**config.mk**
```make
export PLATFORM = sky130hd
export DESIGN_NAME = wash_panel
export DESIGN_NICKNAME = d
export VERILOG_FILES = /design/src/rtl/wash_pkg.sv /design/src/rtl/key_debounce.sv /design/src/rtl/wash_panel.sv
export SDC_FILE = /design/constraint.sdc
export NUM_CORES = 1
export LEC_CHECK = 0
export CAP_MARGIN = 20
export CORE_MARGIN = 5
export CORE_UTILIZATION = 55
export DETAILED_ROUTE_END_ITERATION = 6
export PLACE_DENSITY = 0.82
export SETUP_SLACK_MARGIN = 0.02
export SLEW_MARGIN = 20
export SYNTH_ARGS = -nofsm -noshare
export SYNTH_HDL_FRONTEND = slang
export SYNTH_SLANG_ARGS = --single-unit
```
**constraint.sdc**
```tcl
create_clock -name ts -period 3.85 [get_ports ts]
set_input_delay 0.5775 -clock ts [delete_from_list [all_inputs] [get_ports ts]]
set_output_delay 0.5775 -clock ts [all_outputs]
set_load 0.01 [all_outputs]
```
**src/rtl/wash_pkg.sv**
```systemverilog
// Shared definitions for the washer front panel: FSM encoding, program table and
// power-on defaults.
package wash_pkg;

  typedef enum logic [2:0] {
    S_OFF   = 3'd0,
    S_IDLE  = 3'd1,
    S_RUN   = 3'd2,
    S_PAUSE = 3'd3,
    S_DONE  = 3'd4
  } state_t;

  localparam int         PROG_CNT  = 6;
  localparam logic [2:0] PROG_LAST = 3'(PROG_CNT - 1);
  localparam logic [2:0] DEF_PROG  = 3'd0;
  localparam logic [5:0] DEF_TIME  = 6'd33;

  function automatic logic [2:0] next_prog(input logic [2:0] cur);
    return (cur == PROG_LAST) ? 3'd0 : cur + 3'd1;
  endfunction

  function automatic logic [5:0] prog_time(input logic [2:0] idx);
    case (idx)
      3'd0:    return 6'd33;
      3'd1:    return 6'd30;
      3'd2:    return 6'd15;
      3'd3:    return 6'd12;
      3'd4:    return 6'd21;
      3'd5:    return 6'd6;
      default: return DEF_TIME;
    endcase
  endfunction

endpackage

```
**src/rtl/key_debounce.sv**
```systemverilog
// Key debouncer: level follows raw after DB_CYC consecutive differing samples;
// press is a one-cycle pulse on the debounced rising edge.
module key_debounce #(
  parameter int DB_CYC = 4
) (
  input  logic ts,
  input  logic rst,
  input  logic raw,
  output logic level,
  output logic press
);

  localparam int CW = $clog2(DB_CYC + 1);

  logic [CW-1:0] cnt;

  always_ff @(posedge ts or posedge rst) begin
    if (rst) begin
      level <= 1'b0;
      press <= 1'b0;
      cnt   <= '0;
    end else begin
      press <= 1'b0;
      if (raw != level) begin
        // The DB_CYC-th differing sample commits the new level.
        if (cnt == CW'(DB_CYC - 1)) begin
          level <= raw;
          press <= raw;
          cnt   <= '0;
        end else begin
          cnt <= cnt + 1'b1;
        end
      end else begin
        cnt <= '0;
      end
    end
  end

endmodule

```
**src/rtl/wash_panel.sv**
```systemverilog
// Washer front panel: debounced keys drive an OFF/IDLE/RUN/PAUSE/DONE controller.
// Optional idle auto power-off is enabled with WASH_PANEL_AUTO_OFF_EN.
module wash_panel #(
  parameter int DB_CYC   = 4,
  parameter int BEEP_CYC = 8,
  parameter int IDLE_TO  = 60
) (
  input  logic       ts,
  input  logic       rst,
  input  logic       k_pwr,
  input  logic       k_mod,
  input  logic       k_start,
  input  logic [5:0] Tt,
  output logic       p,
  output logic       mod,
  output logic       s,
  output logic [2:0] mod1,
  output logic [5:0] Tt1,
  output logic       beep,
  output logic [2:0] state_dbg
);

  import wash_pkg::*;

  localparam int BW = $clog2(BEEP_CYC + 1);

  state_t        state, state_n;
  logic [2:0]    mod1_n;
  logic [5:0]    tt1_n;
  logic          mod_pend, mod_pend_n;
  logic          armed, armed_n;
  logic [BW-1:0] beep_cnt, beep_cnt_n;
  logic          pwr_ev, mod_ev, start_ev;
  logic [2:0]    unused_level;

  key_debounce #(.DB_CYC(DB_CYC)) u_db_pwr (
    .ts(ts), .rst(rst), .raw(k_pwr), .level(unused_level[0]), .press(pwr_ev)
  );
  key_debounce #(.DB_CYC(DB_CYC)) u_db_mod (
    .ts(ts), .rst(rst), .raw(k_mod), .level(unused_level[1]), .press(mod_ev)
  );
  key_debounce #(.DB_CYC(DB_CYC)) u_db_start (
    .ts(ts), .rst(rst), .raw(k_start), .level(unused_level[2]), .press(start_ev)
  );

`ifdef WASH_PANEL_AUTO_OFF_EN
  localparam int IW = $clog2(IDLE_TO + 1);
  logic [IW-1:0] idle_cnt, idle_cnt_n;
`else
  logic unused_idle_to;
  assign unused_idle_to = (IDLE_TO != 0);
`endif

  assign p         = (state != S_OFF);
  assign s         = (state == S_RUN);
  assign beep      = (state == S_DONE);
  assign state_dbg = state;

  always_ff @(posedge ts or posedge rst) begin
    if (rst) begin
      state    <= S_OFF;
      mod1     <= DEF_PROG;
      Tt1      <= DEF_TIME;
      mod_pend <= 1'b0;
      mod      <= 1'b0;
      armed    <= 1'b0;
      beep_cnt <= '0;
`ifdef WASH_PANEL_AUTO_OFF_EN
      idle_cnt <= '0;
`endif
    end else begin
      state    <= state_n;
      mod1     <= mod1_n;
      Tt1      <= tt1_n;
      mod_pend <= mod_pend_n;
      mod      <= mod_pend;
      armed    <= armed_n;
      beep_cnt <= beep_cnt_n;
`ifdef WASH_PANEL_AUTO_OFF_EN
      idle_cnt <= idle_cnt_n;
`endif
    end
  end

  always_comb begin
    state_n    = state;
    mod1_n     = mod1;
    tt1_n      = Tt1;
    mod_pend_n = 1'b0;
    armed_n    = armed;
    beep_cnt_n = beep_cnt;
`ifdef WASH_PANEL_AUTO_OFF_EN
    idle_cnt_n = idle_cnt;
`endif
    // Power wins over everything; other events that cycle are dropped.
    if (state != S_OFF && pwr_ev) begin
      state_n    = S_OFF;
      mod1_n     = DEF_PROG;
      tt1_n      = DEF_TIME;
      armed_n    = 1'b0;
      beep_cnt_n = '0;
    end else begin
      case (state)
        S_OFF: begin
          if (pwr_ev) begin
            state_n = S_IDLE;
            armed_n = 1'b0;
`ifdef WASH_PANEL_AUTO_OFF_EN
            idle_cnt_n = '0;
`endif
          end
        end
        S_IDLE: begin
          if (start_ev) begin
            state_n = S_RUN;
          end else if (mod_ev) begin
            mod1_n     = next_prog(mod1);
            tt1_n      = prog_time(next_prog(mod1));
            mod_pend_n = 1'b1;
`ifdef WASH_PANEL_AUTO_OFF_EN
            idle_cnt_n = '0;
`endif
          end
`ifdef WASH_PANEL_AUTO_OFF_EN
          else if (idle_cnt == IW'(IDLE_TO - 1)) begin
            state_n = S_OFF;
            mod1_n  = DEF_PROG;
            tt1_n   = DEF_TIME;
            armed_n = 1'b0;
          end else begin
            idle_cnt_n = idle_cnt + 1'b1;
          end
`endif
        end
        S_RUN: begin
          // Completion needs the controller to have reported a load first.
          armed_n = armed | (Tt != 6'd0);
          if (start_ev) begin
            state_n = S_PAUSE;
          end else if (armed && Tt == 6'd0) begin
            state_n    = S_DONE;
            beep_cnt_n = '0;
          end
        end
        S_PAUSE: begin
          if (start_ev) state_n = S_RUN;
        end
        S_DONE: begin
          if (start_ev || mod_ev || beep_cnt == BW'(BEEP_CYC - 1)) begin
            state_n = S_IDLE;
            armed_n = 1'b0;
`ifdef WASH_PANEL_AUTO_OFF_EN
            idle_cnt_n = '0;
`endif
          end else begin
            beep_cnt_n = beep_cnt + 1'b1;
          end
        end
        default: state_n = S_OFF;
      endcase
    end
  end

endmodule

```
Word level (Yosys, flattened, before mapping):

Index checks and enable logic that the tools add are counted.

* $add $sub $neg: 5
* eq/ne operators: 25
* muxes and demuxes: 42
* bitwise gates (word level): 1
* reductions and logical operators: 20

Operator list (count)
* 3-bit 2-to-1 mux: 17
* 6-bit case mux with 5 select lines: 1
* 6-bit 2-to-1 mux: 4
* 3-bit by 2-bit equality test with 1-bit output, second input constant: 7
* 4-bit 2-to-1 mux: 4
* 1-bit 2-to-1 mux: 13
* 3-bit by 1-bit adder with 3-bit output, second input constant: 4
* 3-bit equality test, second input constant: 4
* 3-bit case mux with 4 select lines: 1
* 3-bit by 1-bit inequality test with 1-bit output, second input constant: 3
* 4-bit case mux with 2 select lines: 1
* 4-bit AND reduction: 2
* 3-bit by 1-bit equality test with 1-bit output, second input constant: 2
* 6-bit logical NOT: 1
* 3-bit inequality test, second input constant: 2
* 2-bit AND reduction: 3
* 3-bit AND reduction: 2
* 3-bit nonzero test: 2
* 6-bit nonzero test: 1
* 4-bit by 1-bit adder with 4-bit output, second input constant: 1
* 4-bit by 3-bit equality test with 1-bit output, second input constant: 1
* 4-bit by 1-bit inequality test with 1-bit output, second input constant: 1
* 2-bit nonzero test: 2
* 4-bit nonzero test: 1
* 9 further kinds: 13

* register bits after elaboration: 34
* bits of input ports: 11
* output and inout port bits: 16
* word-level logic and storage cells: 109

Depth between registers and ports, before layout:

Gate-level depths: netlist of run 1.

* depth in word-level cells: 8
* gate-level depth with buffers: 5
* gate-level depth less buffers: 5

Modules after synthesis:

A second synthesis of run 1 with hierarchy kept.

* cell total of the unflattened synthesis: 144
* area total of the unflattened synthesis: 1634.1 sq um

Modules (own cells, without submodules)
* wash_panel: times used 1, cells each 102, area an instance 1003.5 sq um, sequential area each 478.0 sq um
* key_debounce: times used 3, cells each 14, area an instance 210.2 sq um, sequential area each 125.1 sq um

Worst setup path after synthesis of run 1:

OpenSTA, ideal clock, no wires.

* path type: reg2out
* start: reg state[2] (netlist: state_dbg[2])
* end: out s
* arrival time: 1.155 ns
* required time: 3.273 ns
* slack: 2.117 ns
* cell stages (with the launch flop): 4
* buffers on the path: 1
* cell sequence: dfrtp_1 buf_2 or3b_4 inv_1

* longest elaborated chain between the ends: 1

RTL lines
* start, declared: RTL line wash_panel.sv:27 `state_t state, state_n;`
* start signal, assigned: RTL line wash_panel.sv:72 `state <= state_n;`
* 3-bit by 2-bit equality test with 1-bit output: RTL line wash_panel.sv:55 `assign s = (state == S_RUN);`
* end, declared: RTL line wash_panel.sv:16 `output logic s,`

Every way passes these cells.

Worst setup path in the final report of run 1:

Same ends and word-level chain as after synthesis.

==> results of run 1 <==
-- state kept, by name, indices dropped and copies added, names as in the netlist --
signal            cells
Tt1                   6
beep_cnt              4
mod1                  3
state_dbg             3
u_db_mod.cnt          3
u_db_pwr.cnt          3
u_db_start.cnt        3
armed                 1
mod                   1
mod_pend              1
u_db_mod.level        1
u_db_mod.press        1
u_db_pwr.level        1
u_db_pwr.press        1
u_db_start.level      1
u_db_start.press      1
-- worst max-delay path, stage by stage, from the launching register on --
cell and delay [ns]:
dfrtp_1 0.55, or3b_4 0.49, inv_1 0.06, clkdlybuf4s50_1 0.52
-- cells in the mapped netlist, types with 2 or more instances --
library cell  count  area (um2)
o21ai_0           3        15.0
xnor2_1           4        35.0
nor4_1            2        12.5
buf_1             2        7.51
dfrtp_1          32         801
or4_4             2        22.5
inv_1             4        15.0
and3b_1           3        26.3
o21ai_1           2        10.0
or3_1             2        12.5
a21oi_1           6        30.0
nand2_1           9        33.8
nor3b_1           5        37.5
buf_2             3        15.0
nor2_1            6        22.5
nand2b_1          2        12.5
o32ai_1           2        17.5
dfstp_2           2        52.6
ha_1              4        50.1
nor2b_1           6        37.5
a22o_1            5        43.8
nor3_1            4        20.0
mux2_2            3        33.8
nand3_1           3        15.0
-- cell usage in the layout, fill, tap and decap left out, drive strengths merged, types with 2 or more instances in the layout --
cell type      count
or3                2
o21ai              5
mux2               3
nor4               2
a21oi              6
nor2               7
a22o               5
inv                5
nand2              9
o32ai              2
o31ai              2
or4                3
nand3              3
and3b              3
ha                 4
xnor2              4
dfrtp             32
nand2b             3
dfstp              2
clkdlybuf4s50     26
nor2b              6
nor3b              5
nor3               4
clkbuf             7
-- kinds of logic (layout without fill, tap and decap cells) --
| kind of cell | count (synthesis) | count (layout) | share of synthesized area, % |
|---|---|---|---|
| AND/OR/NAND/NOR | 53 | 53 | 21.4 |
| flip-flops | 34 | 34 | 54.2 |
| AO/OA/AOI/OAI | 27 | 27 | 13.7 |
| buffers and inverters | 10 | 40 | 2.62 |
| adder cells (fa/ha/maj) | 4 | 4 | 3.18 |
| multiplexers | 4 | 4 | 2.78 |
| XOR/XNOR | 4 | 4 | 2.22 |
-- area by class of cell --
| cell class | count | area share, % |
|---|---|---|
| multi-input cells | 92 | 35.5 |
| flip-flops and latches | 34 | 44.5 |
| clock inverters | 1 | 0.261 |
| clock buffers | 7 | 2.87 |
| well taps | 31 | 2.02 |
| inverters | 5 | 0.978 |
| repair buffers | 27 | 14.0 |
-- power groups by stage --
stage               Combinational (mW)  Sequential [mW]  Clock, mW
floorplan                        0.272            0.544          0
global placement                 0.384            0.564          0
detailed placement               0.404            0.577          0
CTS                              0.409            0.570      0.211
global route                     0.452            0.590      0.229
finish                           0.401            0.572      0.204
-- per-layer routing --
| layer | up-vias | share of wire [%] | track usage, % |
|---|---|---|---|
| met5 | - | 0 | 0 |
| met4 | 0 | 1.5 | 5.45 |
| met3 | 6 | 6.5 | 6.57 |
| met2 | 34 | 49 | 26.4 |
| met1 | 546 | 43 | 20.0 |
| li1 | 551 | - | - |
-- how the worst max path moves through the flow --
| stage | from | to | slack, ns | cells past startpoint |
|---|---|---|---|---|
| 6_report | state_dbg[2]$_DFFE_PP0P_ | s | 1.31 | 3 |
| 5_1_grt | state_dbg[2]$_DFFE_PP0P_ | s | 1.24 | 3 |
| 3_5_place_dp | Tt[1] | beep_cnt[1]$_DFFE_PP0P_ | 1.61 | 5 |
| 3_3_place_gp | state_dbg[2]$_DFFE_PP0P_ | s | 1.71 | 3 |
| 2_1_floorplan | state_dbg[2]$_DFFE_PP0P_ | s | 2.12 | 3 |
| 4_1_cts | state_dbg[2]$_DFFE_PP0P_ | s | 1.31 | 3 |
-- metrics by stage --
stage               hold WS [ns]  power [mW]  utilization [%]
global route               0.379        1.27             69.6
floorplan                  0.331       0.816                -
detailed placement         0.350       0.981             67.4
CTS                        0.374        1.19             69.6
global placement           0.336       0.948             67.4
finish                     0.372        1.18             69.6
==> results.toml, run 1 <==
[grt]
globalRouteOverflowTotal = 0
grt_first_pass_wirelength_mm = 5.21
grt_pass1_vias = 1117
grt_max_degree = 19
groute.usage.overall_pct = 16.4
antenna_found_initial = 0

[die]
die_h_um = 63.5
die_area_um2 = 4030
dieWidth_um = 63.5
core.rowCount = 19
start_util_pct = 57.1
floorplan.core_area_um2 = 2760
ios = 27

[drt]
drc = 0
drt_iter0_drc = 49
vias_per_cell = 5.77
wl_mm = 2.98
final_antenna_net_count = 0
drt_pre_antenna_iters = 4
vias = 1137
post_drt_wl_per_cell_um = 15.1

[pwr]
power.share.clock_pct = 17.3
pwr-share-comb_pct = 34.0
p_sw_share_pct = 33.6
pwr-share-seq_pct = 48.6
ir_drop_uv = 536
p_switching_mw = 0.396
leakagePower_nw = 0.853
internal-power_mw = 0.781
power.density_nw_per_um2 = 613

[clock_tree]
path_clk_slew_ns = 0.10
cts-buffers-inserted = 5
cts_hold_buf = 0
insertion_delay_ns = 0.33
clockBufferDepth = 2
htreeDepth = 2
clock-root-buffer = "clkbuf_4"
ctsResizeCount = 0
tritoncts = "built"
clock-sinks = 34
postCtsSetupBuffers = 0

[layout]
nNetsFinal = 180
fillCellCount = 194
antenna_cells = 0
multiInputGateArea_um2 = 681
seqCellArea_um2 = 853
final_area_um2 = 1920
area_growth_pct = 21.8
layoutNonFillerInstCount = 197
drive_above_1_share_pct = 14.5

[critical_path]
cp.arrival_ns = 1.96
startpoint_type = "register"
r2r_cells = 4
cp_max_fo = 13
crit_required_ns = 3.27
path_class = "reg2out"
r2r_setup_slack_ns = 2.05
rr_startpoint = "state_dbg[2]$_DFFE_PP0P_"
reg2reg_to = "mod1[1]$_DFFE_PP0P_"
crit_path_end_kind = "output port"

[yosys]
synthArstFlopShare_pct = 100
avgSynthCellArea_um2 = 11.6
syn_nets = 151
synth_seq_cells = 34
synth_warnings = 0
ys_types = 44
synth_area_um2 = 1580
synth_edf_count = 0
netlist_instances = 136
synth_ff_type = "dfrtp_1"
synth-seq-area-share_pct = 54.2

[timing]
hold_viol_final = 0
report.final.slew_viol_count = 0
finalCritPeriodShare_pct = 65.8
max_slew_margin_pct = 59.4
fin_ws_ns = 1.31
worstMarginPinSlew_ns = 0.609
fmax_mhz = 394
rsz0062_at_grt = "false"
skew_ns = 0.00619
fin_tns_setup_ns = 0
setup_viol = 0
period_minus_slack_ns = 2.54

[placed_design]
pre_cts_slack_ns = 1.61
gp_congestion = 0.824
dp_hpwl_mm = 2.24
dpl_cell_area_um2 = 1860
placedCellCount = 189
portBuffers = 26

[status]
outcome = "complete, no violations"

[flow_run]
max-cap-violations = 0

[min_path]
hold_end = "mod$_DFF_PP0_"
holdPathStages = 0
min_path_type = "reg2reg"
hp-start = "mod_pend$_DFF_PP0_"
(Power assumes the default switching activity.)
==> run 2, diff against run 1 <==
--- a/config.mk
+++ b/config.mk
@@ -7,9 +7,9 @@
 export LEC_CHECK = 0
 export CAP_MARGIN = 20
 export CORE_MARGIN = 5
-export CORE_UTILIZATION = 55
+export CORE_UTILIZATION = 52
 export DETAILED_ROUTE_END_ITERATION = 6
-export PLACE_DENSITY = 0.82
+export PLACE_DENSITY = 0.79
 export SETUP_SLACK_MARGIN = 0.02
 export SLEW_MARGIN = 20
 export SYNTH_ARGS = -nofsm -noshare
==> constraint.sdc (replaced) <==
create_clock -name ts -period 2.34 [get_ports ts]
set_input_delay 0.351 -clock ts [delete_from_list [all_inputs] [get_ports ts]]
set_output_delay 0.351 -clock ts [all_outputs]
set_load 0.01 [all_outputs]
==> run 2 against run 1 <==
Effect of this change:
- total power grew 65%
- clock power grew 62%
- sequential share of layout area shrank 0.37 points
- sequential power grew 65%
- global-route usage grew 0.55 points
- clock skew grew 0.0043 ns
==> results.toml, run 2 (synthesized netlist as in run 1, its figures left out) <==
[status]
outcome = "complete, no violations"

[layout]
regMostFlops = "Tt1"
largest_register_ff_count = 6
final_cell_mix = "31 x dfrtp_1, 26 x clkdlybuf4s50_1, 9 x nand2_1"
final_common_cell = "dfrtp_1"
area_growth_pct = 23.0
drive_above_1_share_pct = 16.1
seqCellArea_um2 = 855
nNetsFinal = 182
reg_top3 = "Tt1 x6, beep_cnt x4"
multiInputGateArea_um2 = 681
fillCellCount = 253
antenna_cells = 0

[critical_path]
cp_max_fo = 11
slowest_stage = "clkdlybuf4s50_1"
crit_chain = "or3b_4, inv_1, clkdlybuf4s50_1"
cpPeakStageDelay_ns = 0.53
crit_path_end_kind = "output port"
startpoint_type = "register"
cp.arrival_ns = 1.89
path_buf_inv = 2
crit_required_ns = 1.99
crit_family = "buffers and inverters"
path_class = "reg2out"

[drt]
drt_iter0_drc = 37
final_antenna_net_count = 0
drt_pre_antenna_iters = 4
vias = 1147
vias_per_cell = 5.71
post_drt_wl_per_cell_um = 15.7
wl_mm = 3.16
drc = 0

[die]
dieWidth_um = 65.0
die_h_um = 65.0
floorplan.core_area_um2 = 2980
core.rowCount = 20
ios = 27
start_util_pct = 52.9
die_area_um2 = 4230

[timing]
rsz0062_at_grt = "false"
finalCritPeriodShare_pct = 95.6
fmax_mhz = 447
report.final.slew_viol_count = 0
fin_ws_ns = 0.104
worstMarginPinSlew_ns = 0.528
setup_viol = 0
max_slew_margin_pct = 64.6
fin_tns_setup_ns = 0
period_minus_slack_ns = 2.24
hold_viol_final = 0
skew_ns = 0.0105

[grt]
groute.usage.overall_pct = 17.0
grt_max_degree = 35
antenna_found_initial = 0
globalRouteOverflowTotal = 0
grt_first_pass_wirelength_mm = 5.47
grt_pass1_vias = 1186

[clock_tree]
cts_hold_buf = 0
clock-root-buffer = "clkbuf_4"
htreeDepth = 2
insertion_delay_ns = 0.33
clock-sinks = 34
cts-buffers-inserted = 5
clockBufferDepth = 2
tritoncts = "built"
path_clk_slew_ns = 0.10

[placed_design]
pre_cts_slack_ns = 0.392
portBuffers = 26
dp_hpwl_mm = 2.38
gp_congestion = 0.812

[pwr]
ir_drop_uv = 582
leakagePower_nw = 0.861
power.density_nw_per_um2 = 1000

[min_path]
min_path_type = "reg2reg"

[flow_run]
max-cap-violations = 0
[run 2: changes by cell type in the layout (fill, tap and decap cells not counted), sizes merged]
cell | before | now
buf | 1 | 3
[run 2: metrics by stage]
stage	power, mW	instances	util, %	cell area [um2]	hold WS (ns)
2_1_floorplan	1.34	136	-	1580	0.331
3_3_place_gp	1.57	193	63.0	1880	0.335
3_5_place_dp	1.63	193	63.0	1880	0.342
4_1_cts	1.96	201	65.0	1940	0.366
5_1_grt	2.09	201	65.1	1940	0.368
6_report	1.95	201	65.1	1940	0.362
[run 2: worst paths after layout]
check	start	end	slack [ns]	depth (start not counted)
max reg2reg	state_dbg[0]$_DFFE_PP0P_	mod1[1]$_DFFE_PP0P_	0.65	4
min reg2reg	mod_pend$_DFF_PP0_	mod$_DFF_PP0_	0.36	0
min	mod_pend$_DFF_PP0_	mod$_DFF_PP0_	0.36	0
max	state_dbg[0]$_DFFE_PP0P_	s	0.10	3
max in group asynchronous	rst	Tt1[5]$_DFFE_PP1P_	1.59	3
min in group asynchronous	rst	u_db_mod.level$_DFFE_PP0P_	0.41	3
[run 2: metal layers]
metal / vias up / share of wire (%) / GRT usage, %
li1: 553 / - / -
met1: 554 / 43 / 20.9
met2: 34 / 50 / 28.7
met3: 6 / 5.2 / 4.33
met4: 0 / 1.5 / 6.22
met5: - / 0 / 0
[run 2: worst register-to-register path, stage by stage, from the launching register on]
cell      delay [ns]
dfrtp_1         0.55
nand2b_1        0.19
o31a_2          0.39
o21bai_2        0.21
a22o_1          0.24
[run 2: power by group]
group | switching, mW | total, mW | internal [mW]
clock network | 0.185 | 0.331 | 0.146
registers | 0.177 | 0.944 | 0.767
logic | 0.296 | 0.673 | 0.377
[run 2: timing repair]
item / CTS / global route
endpoints found under the hold margin: 0 / 0
buffers inserted: 0 / 0
endpoints found under the setup margin: 0 / 1
gates resized for setup: 0 / 1
[run 2: cell type report]
cell class | count | share of cell area [%]
clock buffer | 7 | 2.84
timing repair buffer | 29 | 14.6
tap | 33 | 2.13
inverter | 5 | 0.968
sequential | 34 | 44.1
multi-input combinational | 92 | 35.1
clock inverter | 1 | 0.258
